[config.mk]
export PLATFORM = sky130hd
export DESIGN_NAME = key_debounce
export DESIGN_NICKNAME = d
export VERILOG_FILES = /design/src/rtl/key_debounce.sv
export SDC_FILE = /design/constraint.sdc
export NUM_CORES = 1
export LEC_CHECK = 0
export CAP_MARGIN = 20
export CORE_UTILIZATION = 40
export DETAILED_ROUTE_END_ITERATION = 7
export GPL_ROUTABILITY_DRIVEN = 0
export PLACE_DENSITY_LB_ADDON = 0.1
export SLEW_MARGIN = 30
export SYNTH_ARGS = -nofsm -noshare
export SYNTH_HDL_FRONTEND = slang
export SYNTH_SLANG_ARGS = --single-unit
export TNS_END_PERCENT = 1
[constraint.sdc]
create_clock -name clk -period 2.5 [get_ports clk]
set_input_delay 0.25 -clock clk [delete_from_list [all_inputs] [get_ports clk]]
set_output_delay 0.25 -clock clk [all_outputs]
set_load 0.01 [all_outputs]
[src/rtl/key_debounce.sv]
// Per-key push-button debouncer with tick-based timing, press/release pulses and auto-repeat.
// All timing is counted in enable_in ticks, so a faster tick source speeds everything up uniformly.
module key_debounce #(
    parameter int unsigned NUM_KEYS     = 4,
    parameter int unsigned STABLE_CNT   = 3,
    parameter int unsigned REPEAT_DELAY = 8,
    parameter int unsigned REPEAT_RATE  = 2,
    parameter int unsigned REPEAT_EN    = 1
) (
    input  logic                clk,
    input  logic                reset,
    input  logic                enable_in,
    input  logic [NUM_KEYS-1:0] keys_raw,
    output logic [NUM_KEYS-1:0] keys_stable,
    output logic [NUM_KEYS-1:0] key_press,
    output logic [NUM_KEYS-1:0] key_release,
    output logic [NUM_KEYS-1:0] key_held
);

    localparam int unsigned DW   = $clog2(STABLE_CNT + 1);
    localparam int unsigned RMAX = (REPEAT_DELAY > REPEAT_RATE) ? REPEAT_DELAY : REPEAT_RATE;
    localparam int unsigned RW   = $clog2(RMAX + 1);

    typedef enum logic [1:0] {
        ST_IDLE    = 2'd0,
        ST_PRESSED = 2'd1,
        ST_REPEAT  = 2'd2
    } state_t;

    logic [NUM_KEYS-1:0] sync_meta;
    logic [NUM_KEYS-1:0] sync;

    // Two-flop synchronizer, runs every clock regardless of ticks
    always_ff @(posedge clk or posedge reset) begin
        if (reset) begin
            sync_meta <= '0;
            sync      <= '0;
        end else begin
            sync_meta <= keys_raw;
            sync      <= sync_meta;
        end
    end

    for (genvar k = 0; k < NUM_KEYS; k++) begin : g_key
        logic [DW-1:0] deb_cnt;
        logic [DW-1:0] deb_cnt_next;
        logic          stable_q;
        logic          stable_next;
        logic          rise;
        logic          fall;
        state_t        state;
        state_t        state_next;
        logic [RW-1:0] rep_cnt;
        logic [RW-1:0] rep_cnt_next;
        logic          press_next;
        logic          release_next;
        logic          held_next;
        logic          press_q;
        logic          release_q;
        logic          held_q;

        // Count consecutive differing samples; any agreeing sample restarts the count
        always_comb begin
            deb_cnt_next = deb_cnt;
            stable_next  = stable_q;
            rise         = 1'b0;
            fall         = 1'b0;
            if (enable_in) begin
                if (sync[k] != stable_q) begin
                    if (deb_cnt == DW'(STABLE_CNT - 1)) begin
                        deb_cnt_next = '0;
                        stable_next  = sync[k];
                        rise         = sync[k];
                        fall         = ~sync[k];
                    end else begin
                        deb_cnt_next = deb_cnt + DW'(1);
                    end
                end else begin
                    deb_cnt_next = '0;
                end
            end
        end

        always_ff @(posedge clk or posedge reset) begin
            if (reset) begin
                deb_cnt  <= '0;
                stable_q <= 1'b0;
            end else begin
                deb_cnt  <= deb_cnt_next;
                stable_q <= stable_next;
            end
        end

        always_ff @(posedge clk or posedge reset) begin
            if (reset) begin
                state   <= ST_IDLE;
                rep_cnt <= '0;
            end else begin
                state   <= state_next;
                rep_cnt <= rep_cnt_next;
            end
        end

        // Next state: an accepted release always wins over a due repeat
        always_comb begin
            state_next   = state;
            rep_cnt_next = rep_cnt;
            if (enable_in) begin
                if (fall) begin
                    state_next   = ST_IDLE;
                    rep_cnt_next = '0;
                end else begin
                    case (state)
                        ST_IDLE: begin
                            if (rise) begin
                                state_next   = ST_PRESSED;
                                rep_cnt_next = '0;
                            end
                        end
                        ST_PRESSED: begin
                            if (REPEAT_EN != 0) begin
                                if (rep_cnt == RW'(REPEAT_DELAY - 1)) begin
                                    state_next   = ST_REPEAT;
                                    rep_cnt_next = '0;
                                end else begin
                                    rep_cnt_next = rep_cnt + RW'(1);
                                end
                            end
                        end
                        ST_REPEAT: begin
                            if (rep_cnt == RW'(REPEAT_RATE - 1)) begin
                                rep_cnt_next = '0;
                            end else begin
                                rep_cnt_next = rep_cnt + RW'(1);
                            end
                        end
                        default: begin
                            state_next   = ST_IDLE;
                            rep_cnt_next = '0;
                        end
                    endcase
                end
            end
        end

        always_comb begin
            press_next   = 1'b0;
            release_next = 1'b0;
            held_next    = (state_next == ST_REPEAT);
            if (enable_in) begin
                if (fall) begin
                    release_next = 1'b1;
                end else begin
                    case (state)
                        ST_IDLE:    press_next = rise;
                        ST_PRESSED: press_next = (REPEAT_EN != 0) &&
                                                 (rep_cnt == RW'(REPEAT_DELAY - 1));
                        ST_REPEAT:  press_next = (rep_cnt == RW'(REPEAT_RATE - 1));
                        default:    press_next = 1'b0;
                    endcase
                end
            end
        end

        always_ff @(posedge clk or posedge reset) begin
            if (reset) begin
                press_q   <= 1'b0;
                release_q <= 1'b0;
                held_q    <= 1'b0;
            end else begin
                press_q   <= press_next;
                release_q <= release_next;
                held_q    <= held_next;
            end
        end

        assign keys_stable[k] = stable_q;
        assign key_press[k]   = press_q;
        assign key_release[k] = release_q;
        assign key_held[k]    = held_q;
    end

endmodule

==> results of run 1 <==
[worst max-delay path: cells and delay by family, from the launching register on]
| family | cells | cell delay, ns |
|---|---|---|
| fa+ha+maj | 1 | 0.28 |
| compound gates | 2 | 0.42 |
| buf+inv | 1 | 0.09 |
| simple gates | 2 | 0.60 |
| flops | 1 | 0.44 |
[cells by family after synthesis]
| family | count (synthesis) |
|---|---|
| xor gates and xnor gates | 4 |
| DFF | 56 |
| buffers and inverters | 46 |
| adders and majority gates | 24 |
| muxes | 8 |
| and+or+nand+nor | 130 |
| AOI/OAI and AO/OA | 73 |
[area by class of cell]
| cell class | instances | share of cell area |
|---|---|---|
| multi-input cells | 239 | 0.463 |
| flip-flops and latches | 56 | 0.383 |
| repair buffers | 27 | 0.0739 |
| well taps | 105 | 0.0359 |
| inverters | 22 | 0.0226 |
| clock buffers | 6 | 0.0198 |
| clock inverters | 1 | 0.00137 |
[state kept, by name, indices dropped and copies added, names as in the netlist]
| signal | cells |
|---|---|
| g_key.stable_q | 4 |
| sync | 4 |
| g_key.press_q | 4 |
| g_key.state | 8 |
| sync_meta | 4 |
| g_key.rep_cnt | 16 |
| g_key.deb_cnt | 8 |
| g_key.held_q | 4 |
| g_key.release_q | 4 |
[worst min path at each step]
stage / end / startpoint / cells past startpoint
3_5_place_dp: sync[1]$_DFF_PP0_ / sync_meta[1]$_DFF_PP0_ / 0
5_1_grt: g_key[3].held_q$_DFF_PP0_ / reset / 2
6_report: g_key[3].held_q$_DFF_PP0_ / reset / 2
3_3_place_gp: sync[0]$_DFF_PP0_ / sync_meta[0]$_DFF_PP0_ / 0
2_1_floorplan: sync_meta[0]$_DFF_PP0_ / keys_raw[0] / 0
4_1_cts: g_key[1].held_q$_DFF_PP0_ / reset / 2
[metal layers]
layer  global-route usage  part of all wire
met5                    0                 0
met3               0.0301             0.023
met4               0.0462             0.011
met1                0.206              0.50
met2                0.234              0.46
[placed cells by master, fill, tap and decap left out, types with 4 or more instances in the layout]
cell,synthesis,layout
nand2b_1,13,13
o21ai_0,13,13
nor2b_1,13,13
o21a_1,4,4
nand2_1,29,29
nor4b_1,4,4
xor2_1,4,4
mux2i_1,4,4
nand3b_1,7,7
clkdlybuf4s50_1,0,22
ha_1,24,24
a211oi_1,6,6
nand3_1,16,16
nor3_1,6,6
mux2_2,4,4
nor2_1,12,12
nand4bb_1,4,4
and3b_1,5,5
o21ai_1,6,6
dfrtp_1,56,56
a21oi_1,17,17
inv_1,22,21
buf_4,17,4
clkbuf_8,0,5
[report_power, final]
group	internal [mW]	total (mW)	switching [mW]	leakage (nW)
clock network	0.192	0.482	0.290	0.0410
logic	0.528	1.13	0.602	0.779
registers	1.09	1.30	0.216	0.742
total	1.81	2.92	1.11	1.56
==> results.sh, run 1 <==
export IMPL_yosys_top_cells_area="dfrtp_1 (42%), ha_1 (9.0%), buf_4 (3.8%)"
export IMPL_fillers=791
export IMPL_critPathRequiredTime_ns=2.70
export IMPL_leakagePower_nw=1.56
export IMPL_ys_top_cells_by_count="dfrtp_1 (56), nand2_1 (29), ha_1 (24)"
export IMPL_crit_fanout=8
export IMPL_report_power_total_mw=2.92
export IMPL_synth_area_um2=3350
export IMPL_setup_viol=0
export IMPL_synthCells=341
export IMPL_final_core_util=0.448
export IMPL_end_kind="flop"
export IMPL_cts_resized_gates=0
export IMPL_skew_ns=0.00765
export IMPL_fin_ws_ns=0.567
export IMPL_synth_top_area_frac=0.418
export IMPL_critical_path_slowest_cell="or4b_1"
export IMPL_fmax_mhz=517
export IMPL_grt_pass1_wl_um=10400
export IMPL_crit_path_start_kind="flop"
export IMPL_synth_ff_type="dfrtp_1"
export IMPL_layout_min_cycle_time_ns=1.93
export IMPL_dp_cells=449
export IMPL_cp_startpoint="g_key[0].state[1]$_DFF_PP0_"
export IMPL_clockRootBuffer="clkbuf_8"
export IMPL_status="complete, no violations"
export IMPL_slew_violations=0
export IMPL_vias=2353
export IMPL_start_util=0.410
export IMPL_post_drt_wl_per_cell_um=13.2
export IMPL_avgSynthCellArea_um2=9.83
export IMPL_routed_wl_um=6020
export IMPL_final_cells=456
export IMPL_multi_input_area_um2=1700
export IMPL_grt_ovfl_total=0
export IMPL_drtPass1Iterations=4
export IMPL_clock_latency_ns=0.31
export IMPL_die_area_um2=8750
export IMPL_max_slew_margin_rel=0.633
export IMPL_drc=0
export IMPL_whs_ns=0.300
export IMPL_path_clk_slew_ns=0.10
export IMPL_grt_pass1_vias=2255
export IMPL_post_place_ws_ns=0.318
export IMPL_ioPinCount=23
export IMPL_htreeDepth=2
export IMPL_ys_warn_count=0
export IMPL_place_area_um2=3580
export IMPL_dpl_hpwl_um=4360
export IMPL_insertedDiodeCount=0
export IMPL_hold_viol_final=0
export IMPL_powerDensity_nw_per_um2=797
export IMPL_drv_cap=0
export IMPL_synth_compound_area_share=0.149
export IMPL_rr_startpoint="g_key[0].state[1]$_DFF_PP0_"
export IMPL_synth_fp_nets=372
export IMPL_synthMuxAreaShare=0.0254
export IMPL_cts_path_max_buffers=2
export IMPL_worst_r2r_setup_slack_ns=0.57
export IMPL_rr_endpoint="g_key[0].rep_cnt[3]$_DFFE_PP0P_"
export IMPL_tightest_slew_ns=0.549
export IMPL_reg2regPathDepth=6
export IMPL_critPathMaxStageDelay_ns=0.51
export IMPL_port_buffers=22
export IMPL_final_area_um2=3660
export IMPL_synthAdderAreaFrac=0.0896
export IMPL_min_path_type="in2async"
export IMPL_antenna_found_initial=0
export IMPL_critical_path_class="reg2reg"
export IMPL_async_flop_share=1.00
export IMPL_track_usage=0.149
export IMPL_cts_sinks=56
export IMPL_holdBufCountCts=0
export IMPL_ys_seq_area_frac=0.418
export IMPL_layout_nets=382
export IMPL_synthSimpleGateAreaFrac=0.232
export IMPL_cts_tree="yes"
export IMPL_crit_chain="inv_1 -> ha_1 -> or4b_1 -> o211ai_2 -> nor4b_1 -> a211o_1"
export IMPL_synth_top_area_cell="dfrtp_1"
export IMPL_fin_crit_sh=0.773
export IMPL_ant_nets=0
export IMPL_fp_dieH_um=93.5
export IMPL_grt_max_degree=33
export IMPL_coreArea_um2=8180
export IMPL_rsz0062_at_grt="false"
export IMPL_die_w_um=93.5
export IMPL_vias_per_cell=5.16
export IMPL_endpoint="g_key[0].rep_cnt[3]$_DFFE_PP0P_"
export IMPL_synth_most_common_cell="dfrtp_1"
export IMPL_register_area_um2=1400
export IMPL_synth_edf_count=0
export IMPL_cts_setup_buffers=0
export IMPL_synth_cell_type_count=53
export IMPL_area_growth_pct=9.19
export IMPL_synth_xor_area_frac=0.0105
export IMPL_synth_top_family_by_area="simple AND/OR/NAND/NOR gates"
export IMPL_ys_ff_latch=56
export IMPL_cp_arrival_ns=2.13
export IMPL_row_count=33
export IMPL_vdd_ir_drop_max_mv=0.351
export IMPL_drive_above_1_share=0.0741
export IMPL_cts_buffers=5
export IMPL_drt_initial_drc_count=54
export IMPL_tns_ns=0
Note: power is estimated with default switching activity, not from simulation.
==> run 2: changes to the inputs <==
Clock period 2.5 ns to 1.9 ns, I/O delays scaled along.
==> results.sh, run 2 (synthesized netlist as in run 1, its figures left out) <==
export IMPL_vdd_ir_drop_max_mv=0.504
export IMPL_row_count=33
export IMPL_crit_fanout=5
export IMPL_tightest_slew_ns=0.433
export IMPL_regMostFlops="g_key.rep_cnt"
export IMPL_antenna_found_initial=0
export IMPL_clock_latency_ns=0.31
export IMPL_die_w_um=93.5
export IMPL_crit_path_start_kind="flop"
export IMPL_drtPass1Iterations=4
export IMPL_status="complete, no violations"
export IMPL_grt_max_degree=41
export IMPL_critical_path_class="reg2reg"
export IMPL_rsz0062_at_grt="false"
export IMPL_clockRootBuffer="clkbuf_8"
export IMPL_track_usage=0.156
export IMPL_min_path_type="in2async"
export IMPL_end_kind="flop"
export IMPL_fillers=802
export IMPL_start_util=0.410
export IMPL_final_common_cell="dfrtp_1"
export IMPL_layout_cells_most_common_list="dfrtp_1 (56), nand2_1 (29), ha_1 (24)"
export IMPL_cp_arrival_ns=2.01
export IMPL_routed_wl_um=6100
export IMPL_final_cells=476
export IMPL_layout_min_cycle_time_ns=1.76
export IMPL_reg_largest_list="g_key.rep_cnt (16), g_key.deb_cnt (8), g_key.state (8)"
export IMPL_fin_ws_ns=0.135
export IMPL_port_buffers=22
export IMPL_largest_reg_flops=16
export IMPL_htreeDepth=2
export IMPL_cts_path_max_buffers=2
export IMPL_layout_nets=401
export IMPL_drive_above_1_share=0.132
export IMPL_path_clk_slew_ns=0.11
export IMPL_grt_ovfl_total=0
export IMPL_fmax_mhz=567
export IMPL_post_place_ws_ns=-0.0303
export IMPL_coreArea_um2=8180
export IMPL_vias_per_cell=5.22
export IMPL_vias=2484
export IMPL_skew_ns=0.00907
export IMPL_cts_sinks=56
export IMPL_grt_pass1_wl_um=10900
export IMPL_ioPinCount=23
export IMPL_area_growth_pct=14.9
export IMPL_place_area_um2=3720
export IMPL_hold_viol_final=0
export IMPL_cts_buffers=5
export IMPL_cts_setup_buffers=0
export IMPL_max_slew_margin_rel=0.707
export IMPL_ant_nets=0
export IMPL_report_power_total_mw=4.12
export IMPL_fin_crit_sh=0.929
export IMPL_drt_initial_drc_count=87
export IMPL_critPathRequiredTime_ns=2.14
export IMPL_leakagePower_nw=1.67
export IMPL_insertedDiodeCount=0
export IMPL_dp_cells=468
export IMPL_drv_cap=0
export IMPL_fp_dieH_um=93.5
export IMPL_powerDensity_nw_per_um2=1070
export IMPL_final_core_util=0.471
export IMPL_final_area_um2=3850
export IMPL_setup_viol=0
export IMPL_dpl_hpwl_um=4480
export IMPL_die_area_um2=8750
export IMPL_drc=0
export IMPL_holdBufCountCts=0
export IMPL_cts_tree="yes"
export IMPL_slew_violations=0
export IMPL_grt_pass1_vias=2441
export IMPL_post_drt_wl_per_cell_um=12.8
run 2: cell types whose count changed in the layout (fill, tap and decap cells not counted):
cell and delta:
a2111oi_0 -1, a2111oi_1 +1, buf_4 +19, bufinv_16 +1
clkbuf_1 -1, clkinvlp_4 +1, nor4b_1 -2, nor4b_2 +2
run 2: critical path, stage by stage, from the launching register on:
cell and delay, ns:
dfrtp_1 0.44, ha_1 0.23, nor4b_2 0.18, a211oi_2 0.26
or3b_4 0.43, o211ai_2 0.16
run 2: what timing repair did:
item / in CTS / in global routing
resized for setup: 0 / 3
endpoints found under the setup margin: 0 / 6
hold endpoints to repair: 0 / 0
run 2: power by group:
group / switching (mW) / leakage (nW) / internal [mW]
Clock: 0.405 / 0.0541 / 0.391
Sequential: 0.288 / 0.742 / 1.43
Combinational: 0.808 / 0.879 / 0.795
Total: 1.50 / 1.67 / 2.62
run 2: cell type report:
cell class	count	area, µm²	share of cell area
clock buffer	5	68.8	0.0179
clock inverter	3	42.5	0.0111
inverter	22	82.6	0.0215
multi-input combinational	239	1710	0.444
sequential	56	1400	0.364
tap	105	131	0.0341
timing repair buffer	46	413	0.107
run 2: path summary, 6_finish.rpt:
| check | from | endpoint | slack [ns] | cells after the start |
|---|---|---|---|---|
| max | g_key[3].rep_cnt[0]$_DFFE_PP0P_ | g_key[3].rep_cnt[3]$_DFFE_PP0P_ | 0.14 | 5 |
| min reg2reg | sync_meta[1]$_DFF_PP0_ | sync[1]$_DFF_PP0_ | 0.35 | 0 |
| min | reset | g_key[1].held_q$_DFF_PP0_ | 0.16 | 2 |
| min in group clk | keys_raw[0] | sync_meta[0]$_DFF_PP0_ | 0.30 | 1 |
| max in group asynchronous | reset | g_key[2].rep_cnt[1]$_DFFE_PP0P_ | 1.20 | 3 |
| max reg2reg | g_key[3].rep_cnt[0]$_DFFE_PP0P_ | g_key[3].rep_cnt[3]$_DFFE_PP0P_ | 0.14 | 5 |
run 2: per-stage QoR:
stage / hold WS, ns / setup TNS (ns)
6_report: 0.161 / 0
5_1_grt: 0.187 / 0
4_1_cts: 0.169 / 0
3_5_place_dp: 0.337 / -0.0731
3_3_place_gp: 0.333 / -0.0240
2_1_floorplan: 0.221 / 0
run 2: per-layer routing:
layer | GRT usage | part of all wire | vias up
met4 | 0.0487 | 0.014 | 0
met5 | 0 | 0 | -
met3 | 0.0268 | 0.024 | 8
li1 | - | - | 1266
met2 | 0.253 | 0.47 | 28
met1 | 0.212 | 0.49 | 1182
